===== config.mk =====
export PLATFORM = sky130hd
export DESIGN_NAME = inv_key_sched
export DESIGN_NICKNAME = d
export VERILOG_FILES = /design/src/rtl/inv_key_sched.sv
export SDC_FILE = /design/constraint.sdc
export NUM_CORES = 2
export LEC_CHECK = 0
export BUFFER_PORTS_ARGS = -buffer_cell sky130_fd_sc_hd__buf_2
export CAP_MARGIN = 20
export CORE_ASPECT_RATIO = 1.4
export CORE_MARGIN = 2
export CORE_UTILIZATION = 60
export DETAILED_ROUTE_END_ITERATION = 16
export PLACE_DENSITY_LB_ADDON = 0.25
export SYNTH_ARGS = -nofsm -noshare
export SYNTH_HDL_FRONTEND = slang
export SYNTH_SLANG_ARGS = --single-unit

===== constraint.sdc =====
create_clock -name clk -period 21.7 [get_ports clk]
set_clock_uncertainty 0.15 [all_clocks]
set_input_delay 1.085 -clock clk [delete_from_list [all_inputs] [get_ports clk]]
set_output_delay 1.085 -clock clk [all_outputs]
set_load 0.05 [all_outputs]

===== src/rtl/inv_key_sched.sv =====
// Iterative AES-128 key schedule feeding the inverse round datapath.
// A cipher key is expanded one round key per clock into an 11-entry
// store, then round keys are served by index with one cycle of latency.

// Forward AES S-box: multiplicative inverse in GF(2^8) followed by the affine map.
module aes_sbox (
  input  logic [7:0] in_byte,
  output logic [7:0] out_byte
);

  function automatic logic [7:0] gf_mul(input logic [7:0] a, input logic [7:0] b);
    logic [7:0] p;
    logic [7:0] aa;
    p  = 8'h00;
    aa = a;
    for (int i = 0; i < 8; i++) begin
      if (b[i]) p = p ^ aa;
      aa = {aa[6:0], 1'b0} ^ (aa[7] ? 8'h1b : 8'h00);
    end
    return p;
  endfunction

  // x^254 is the inverse of x (and maps 0 to 0); built from x^2, x^4 ... x^128.
  function automatic logic [7:0] gf_inv(input logic [7:0] x);
    logic [7:0] sq;
    logic [7:0] r;
    sq = x;
    r  = 8'h01;
    for (int i = 1; i < 8; i++) begin
      sq = gf_mul(sq, sq);
      r  = gf_mul(r, sq);
    end
    return r;
  endfunction

  logic [7:0] inv;

  // Inverse then affine transform with constant 0x63.
  always_comb begin
    inv      = gf_inv(in_byte);
    out_byte = inv ^ {inv[6:0], inv[7]} ^ {inv[5:0], inv[7:6]}
             ^ {inv[4:0], inv[7:5]} ^ {inv[3:0], inv[7:4]} ^ 8'h63;
  end

endmodule

module inv_key_sched #(
  parameter int NR = 10
) (
  input  logic         clk,
  input  logic         rst,
  input  logic [127:0] key_in,
  input  logic         load_valid,
  output logic         load_ready,
  output logic         keys_ready,
  input  logic [3:0]   rd_idx,
  output logic [127:0] rd_key,
  output logic         busy
);

  localparam logic [3:0] LAST = 4'(NR);

  typedef enum logic [1:0] {IDLE, EXPAND, READY} state_t;

  state_t       state, state_next;
  logic [3:0]   cnt, cnt_next;
  logic         load_en, step_en;
  logic [127:0] rk [0:NR];
  // Copy of the most recently written round key, so the expansion step
  // never competes with the read port for the store.
  logic [127:0] last_key;

  logic [31:0]  w0, w1, w2, w3, rot, sub, t;
  logic [31:0]  n0, n1, n2, n3;
  logic [7:0]   rcon;
  logic [127:0] new_key;

  assign {w0, w1, w2, w3} = last_key;
  assign rot = {w3[23:0], w3[31:24]};

  aes_sbox u_sb0 (.in_byte(rot[31:24]), .out_byte(sub[31:24]));
  aes_sbox u_sb1 (.in_byte(rot[23:16]), .out_byte(sub[23:16]));
  aes_sbox u_sb2 (.in_byte(rot[15:8]),  .out_byte(sub[15:8]));
  aes_sbox u_sb3 (.in_byte(rot[7:0]),   .out_byte(sub[7:0]));

  // Round constant for the key currently being produced (index = cnt).
  always_comb begin
    rcon = 8'h00;
    case (cnt)
      4'd1:    rcon = 8'h01;
      4'd2:    rcon = 8'h02;
      4'd3:    rcon = 8'h04;
      4'd4:    rcon = 8'h08;
      4'd5:    rcon = 8'h10;
      4'd6:    rcon = 8'h20;
      4'd7:    rcon = 8'h40;
      4'd8:    rcon = 8'h80;
      4'd9:    rcon = 8'h1b;
      4'd10:   rcon = 8'h36;
      default: rcon = 8'h00;
    endcase
  end

  assign t       = sub ^ {rcon, 24'h000000};
  assign n0      = w0 ^ t;
  assign n1      = w1 ^ n0;
  assign n2      = w2 ^ n1;
  assign n3      = w3 ^ n2;
  assign new_key = {n0, n1, n2, n3};

  // State and round counter register.
  always_ff @(posedge clk) begin
    if (rst) begin
      state <= IDLE;
      cnt   <= 4'd0;
    end else begin
      state <= state_next;
      cnt   <= cnt_next;
    end
  end

  // Next-state logic: accept a key in IDLE/READY, step once per cycle in EXPAND.
  always_comb begin
    state_next = state;
    cnt_next   = cnt;
    load_en    = 1'b0;
    step_en    = 1'b0;
    case (state)
      IDLE, READY: begin
        if (load_valid) begin
          load_en    = 1'b1;
          state_next = EXPAND;
          cnt_next   = 4'd1;
        end
      end
      EXPAND: begin
        step_en = 1'b1;
        if (cnt == LAST) begin
          state_next = READY;
          cnt_next   = 4'd0;
        end else begin
          cnt_next = cnt + 4'd1;
        end
      end
      default: begin
        state_next = IDLE;
        cnt_next   = 4'd0;
      end
    endcase
  end

  // Round-key store writes; contents are don't-care after reset.
  always_ff @(posedge clk) begin
    if (!rst && load_en) begin
      rk[0]    <= key_in;
      last_key <= key_in;
    end else if (!rst && step_en) begin
      rk[cnt]  <= new_key;
      last_key <= new_key;
    end
  end

  // Registered read port; zero whenever keys are not valid or index is out of range.
  always_ff @(posedge clk) begin
    if (rst) begin
      rd_key <= '0;
    end else if (keys_ready && rd_idx <= LAST) begin
      rd_key <= rk[rd_idx];
    end else begin
      rd_key <= '0;
    end
  end

  assign load_ready = (state != EXPAND);
  assign keys_ready = (state == READY);
  assign busy       = (state == EXPAND);

endmodule

# Word-level counts from Yosys, hierarchy flattened
# Memory sizes are Yosys's and may differ from the RTL's. A register that Yosys moved wholly into a read port is not among the register bits.
# Cells that the tools add are included.
# W data, S select, Z words.
# word_totals
romBits,128
latch_bits,0
memories,2
input_bits,135
output_inout_bits,131
ramBits,1408
reg_bits,134
wordCells,1638
# mem_list
name,depth,width,read_ports,rd_clocked_by_memory_dff,wr,line,source
rk,11,128,1,1,1,68,logic [127:0] rk [0:NR];
(name not given),16,8,1,1,0,89,case (cnt)
# op_classes
mux,833
addsub,1
n_lt_le_gt_ge,1
shifts,0
n_mul,0
eq_ne,6
bitwise_logic,782
n_reduce_logical,10
n_div,0
# op_table
operator,n
$xor A8 B8 Y8,744
$mux W8,420
$mux W5,368
$mux W128,3
$xor A32 B32 Y32,5
$reduce_or A128 Y1,1
$mux W4,9
$mux W7,4
$not A1 Y1 const A,28
$mux W6,4
$not A4 Y4,4
$mux W1,13
$mux W2,6
$mux W3,4
$pmux W4 S2,1
$add A4 B1 Y4 const B,1
$eq A4 B4 Y1 const B,1
$le A4 B4 Y1 const B,1
$ne A2 B1 Y1 const B,2
$pmux W2 S2,1
$reduce_or A2 Y1,2
$logic_and A1 B1 Y1,3
$eq A2 B1 Y1 const B,1
$eq A2 B2 Y1 const B,1
6 further kinds,6

# Logic depth before layout (Yosys ltp)
# logic_depth
word_depth,139
mapped_depth,64
depth_no_buf,55

# By module
# A second synthesis with hierarchy kept.
# unflattened
cells_unflattened,11424
hier_area_um2,126617.7
# modules_own_cells
mod,seq_area_each_um2,instances,area_each_um2,cells_each
inv_key_sched,48967.0,1,65734.3,3656
aes_sbox,0.0,4,15220.8,1942

# Worst setup path after synthesis
# No wires, ideal clock.
# synth_timing
path_kind,reg2reg
start,reg last_key[23]
end,"mem rk[0][30], data pin"
arrival_time_ns,15.608
synth_period_minus_slack_ns,16.036
n_path_buf,5
required_time_ns,21.272
setup_slack_ns,5.664
path_stages_with_launch,60
setup_time_ns,0.278
path_cell_list,edfxtp_1 -> buf_4 -> buf_6 -> mux2_1 -> a211oi_2 -> xnor2_1 -> xnor2_1 -> buf_2 -> ha_1 -> clkbuf_1 -> nand2_1 -> xor2_2 -> xnor2_1 -> clkinv_1 -> clkbuf_1 -> ha_1 -> xnor2_1 -> mux2i_1 -> (+24 left out) -> nor2_1 -> xnor3_1 -> xnor2_1 -> xnor2_1 -> xor2_1 -> xor2_2 -> xnor2_2 -> xnor2_2 -> xnor2_1 -> or2b_1 -> xnor3_2 -> xnor2_2 -> xnor2_2 -> xnor2_1 -> xor3_1 -> xnor2_2 -> xnor3_1 -> mux2_2
# synth_between
elab_chain_cells,135
word_cells_on_any_way,392
cone_classes,200 x mux; 192 x bitwise
# synth_lines
item,line,source
start: declaration,71,logic [127:0] last_key;
start signal: assignment,156,last_key <= key_in;
start signal: assignment,159,last_key <= new_key;
$mux W5,18,"aa = {aa[6:0], 1'b0} ^ (aa[7] ? 8'h1b : 8'h00);"
$xor A8 B8 Y8,18,
$xor A8 B8 Y8,17,if (b[i]) p = p ^ aa;
$mux W8,17,
$xor A8 B8 Y8,17,
$mux W8,17,
$xor A8 B8 Y8,17,
$mux W8,17,
(+119 left out),-,
$xor A8 B8 Y8 (*),42,"^ {inv[4:0], inv[7:5]} ^ {inv[3:0], inv[7:4]} ^ 8'h63;"
$not A4 Y4 (no line) (*),-,
$xor A32 B32 Y32 (*),104,"assign t = sub ^ {rcon, 24'h000000};"
$xor A32 B32 Y32 (*),105,assign n0 = w0 ^ t;
$xor A32 B32 Y32 (*),106,assign n1 = w1 ^ n0;
$xor A32 B32 Y32 (*),107,assign n2 = w2 ^ n1;
$xor A32 B32 Y32 (*),108,assign n3 = w3 ^ n2;
$mux W128 (no line) (*),-,
end: declaration,68,
# Mark *: on every way between the ends. The rest lies on a longest branch, timed or not.

# Worst setup path after layout
# layout_timing
start,reg last_key[15]
end,"mem rk[8][19], data pin"
# layout_between
elab_chain_cells,134
word_cells_on_any_way,391
cone_classes,200 x mux; 191 x bitwise
# layout_lines
item,line
$mux W5 or $mux W8 (tied branches),"18, 17"
$xor A8 B8 Y8 (on tied branches),"18, 17"
$xor A8 B8 Y8 or $mux W8 (tied branches),17
$mux W8 or $xor A8 B8 Y8 (tied branches),17
$xor A8 B8 Y8 or $mux W8 (tied branches),17
$mux W8 or $xor A8 B8 Y8 (tied branches),17
$xor A8 B8 Y8 or $mux W8 (tied branches),17
$mux W8 or $xor A8 B8 Y8 (tied branches),17
(+118 left out),-
$xor A8 B8 Y8,42
$xor A8 B8 Y8 (*),42
$xor A32 B32 Y32 (*),104
$xor A32 B32 Y32 (*),105
$xor A32 B32 Y32 (*),106
$xor A32 B32 Y32 (*),107
$xor A32 B32 Y32 (*),108
$mux W128 (no line) (*),-
# Marks and branches as above.

==> results.py <==
metrics = {
    "clocking": {
        "clk_pin_slew_ns": 0.07,
        "clock_latency_ns": 0.83,
        "cts_buffers": 143,
        "cts_hold_buffers": 0,
        "htreeDepth": 4,
        "numClockSinks": 1678,
        "cts_buffer_depth": 3,
        "ctsResizeCount": 0,
        "cts-root-buf": "clkbuf_16",
        "postCtsSetupBuffers": 0,
        "cts_tree": "done",
    },
    "place": {
        "gp_congestion": 0.969,
        "post-dp-hpwl_mm": 241,
        "portBuffers": 265,
    },
    "route": {
        "drt_pass1_iterations": 6,
        "vias_per_cell": 6.44,
        "antenna_left": 0,
        "wl_per_cell_um": 25.2,
        "drt-met1-wl_mm": 134,
        "drtIter0Drc": 10200,
        "wl_met3_mm": 35.6,
        "route.met2.wl_mm": 171,
        "top_layer_used": "met5",
        "wirelength_mm": 357,
        "post-route-drc-count": 0,
        "vias": 91200,
    },
    "min_path": {
        "hp-start": "key_in[84]",
        "whs_endpoint": "last_key[84]$_DFFE_PP_",
        "whs_path_depth": 3,
        "hold_path_class": "primary input to flop",
    },
    "grt": {
        "grt_pass1_vias": 87200,
        "overflow": 0,
        "grt_pass1_wl_mm": 535,
        "grt_max_degree": 109,
        "antenna_found_initial": 63,
        "grt_usage_pct": 33.8,
    },
    "die": {
        "placementRows": 195,
        "initial_core_util_pct": 60.4,
        "coreArea_um2": 202000,
        "fp.dieH_um": 537,
        "die_width_um": 385,
        "io_pins": 266,
        "die_area_um2": 207000,
    },
    "synth": {
        "yosysMostFrequentCell": "xnor2_1",
        "ys_top_cells_by_count": "xnor2_1, edfxtp_1, nor2_1",
        "syn_area_per_cell_um2": 10.8,
        "synth_area_um2": 122000,
        "yosysTopAreaCell": "edfxtp_1",
        "yosysWarnings": 0,
        "synthCells": 11300,
        "synth_edf_count": 1536,
        "ys_types": 122,
        "ys.flop_type": "edfxtp_1",
        "synth_top_area_share_pct": 37.9,
        "syn-num-nets": 11500,
        "async_reset_ff_share_pct": 0,
        "yosys-top-cells-area": "edfxtp_1, xnor2_1, xnor3_1",
        "yosysSeqAreaShare_pct": 40.2,
        "ys_ff_latch": 1678,
    },
    "worst_setup_path": {
        "reg2reg_slack_ns": 1.97,
        "cp_common_cell": "xnor2_1",
        "cp.arrival_ns": 20.09,
        "path_max_fanout": 29,
        "crit-reg2reg-launch": "last_key[15]$_DFFE_PP_",
        "worst_setup_path_start_kind": "flop",
        "critPathMaxStageDelay_ns": 0.88,
        "slowest_stage": "xnor2_1",
        "required_ns": 22.06,
        "r2r_end": "rk[8][19]$_DFFE_PP_",
        "cp-end-kind": "flop",
        "rr_worst_depth": 50,
        "critPathKind": "flop to flop",
    },
    "layout": {
        "drive_gt1_share_pct": 13.4,
        "multiInputGateArea_um2": 69500,
        "area_growth_pct": 8.10,
        "nets": 11500,
        "seqCellArea_um2": 49000,
        "fill_cells": 15300,
    },
    "timing": {
        "finalSetupViolations": 0,
        "tns_ns": 0,
        "period_share_pct": 90.9,
        "rsz0062_at_grt": "no",
        "max_slew.worst_pin.slew_ns": 1.20,
        "relSlewSlack_pct": 19.1,
        "fin_crit_ns": 19.73,
        "maxSlewViolCount": 0,
        "hold_viol": 0,
        "max_freq_mhz": 50.7,
    },
    "run_status": {
        "status": "completed",
    },
    "flow_run": {
        "cap_violations": 0,
    },
}
## layout make-up
| class | instances | area share [%] |
|---|---|---|
| sequential | 1678 | 37.2 |
| clock buffer | 191 | 2.98 |
| inverter | 93 | 0.265 |
| tap | 2659 | 2.53 |
| timing repair buffer | 669 | 3.40 |
| multi-input combinational | 8772 | 52.8 |
| clock inverter | 75 | 0.770 |
| antenna | 31 | 0.0589 |
## per-layer routing
metal,up-vias,GRT usage [%]
li1,40700,-
met1,44600,43.2
met2,4956,56.1
met3,915,6.88
met4,60,14.3
met5,-,0
## placed cells by master (no fill, tap or decap), types with 28 or more instances in the layout
cell type / n
nor2_1: 1380
o21a_1: 32
a22oi_1: 61
inv_1: 75
clkbuf_16: 143
o211ai_1: 52
diode_2: 31
a211oi_1: 324
xor2_2: 52
xnor3_1: 374
a31oi_1: 71
and2_1: 35
a221oi_1: 28
clkbuf_1: 32
nand3_1: 171
mux4_2: 265
buf_2: 263
mux2i_1: 319
a21oi_1: 561
edfxtp_1: 1536
xnor3_2: 34
nand2_1: 1062
and3_1: 43
o31ai_1: 36
xor2_1: 505
buf_4: 386
nor3_1: 214
o21ai_1: 82
xnor2_2: 124
xnor2_1: 1523
o21ai_0: 417
nor2b_1: 185
mux2_2: 49
xor3_1: 39
o22ai_1: 122
o221ai_1: 30
nand2b_1: 58
dfxtp_1: 142
## through the flow
| step | hold slack [ns] | cell area, um2 | instances | utilization, % | setup slack [ns] |
|---|---|---|---|---|---|
| 4_1_cts | 0.379 | 131000 | 14100 | 65.1 | 2.11 |
| 2_1_floorplan | 0.386 | 122000 | 11300 | - | 5.66 |
| 3_5_place_dp | 0.467 | 126000 | 13900 | 62.7 | 2.25 |
| 3_3_place_gp | 0.446 | 126000 | 13800 | 62.7 | 2.53 |
| 5_1_grt | 0.419 | 132000 | 14100 | 65.2 | 0.620 |
| 6_report | 0.407 | 132000 | 14200 | 65.3 | 1.97 |
## worst max-delay path by stage
stage,start,to,cells after the start
floorplan,last_key[23]$_DFFE_PP_,rk[0][30]$_DFFE_PP_,59
global placement,last_key[15]$_DFFE_PP_,rk[6][20]$_DFFE_PP_,52
detailed placement,last_key[15]$_DFFE_PP_,rk[1][19]$_DFFE_PP_,52
CTS,last_key[15]$_DFFE_PP_,rk[9][19]$_DFFE_PP_,53
global route,last_key[15]$_DFFE_PP_,rk[9][19]$_DFFE_PP_,52
finish,last_key[15]$_DFFE_PP_,rk[8][19]$_DFFE_PP_,50
## sequential cells by signal, summed over array words and instances, names as in the netlist
| signal | cells |
|---|---|
| last_key | 128 |
| rk | 1408 |
| rd_key | 128 |
| cnt | 4 |
| state | 2 |
| rcon | 8 |
## critical path: cells and delay by family (launching register included)
kind	cells	cell delay [ns]
simple gates	7	1.17
compound gates	8	2.14
flops	1	0.72
xor+xnor	26	11.53
fa+ha+maj	2	1.53
mux	3	0.53
buf+inv	4	1.60
## kinds of logic after synthesis
| kind of cell | Yosys count | share of synthesized area, % |
|---|---|---|
| AO/OA/AOI/OAI | 2103 | 11.0 |
| XOR/XNOR | 2680 | 25.6 |
| adder cells (fa/ha/maj) | 26 | 0.265 |
| buffers and inverters | 867 | 3.10 |
| flip-flops | 1678 | 40.2 |
| multiplexers | 643 | 8.08 |
| AND/OR/NAND/NOR | 3320 | 11.7 |
Power is not shown: default switching activity piles up to over one toggle a cycle in this logic, so the estimate is an artifact.
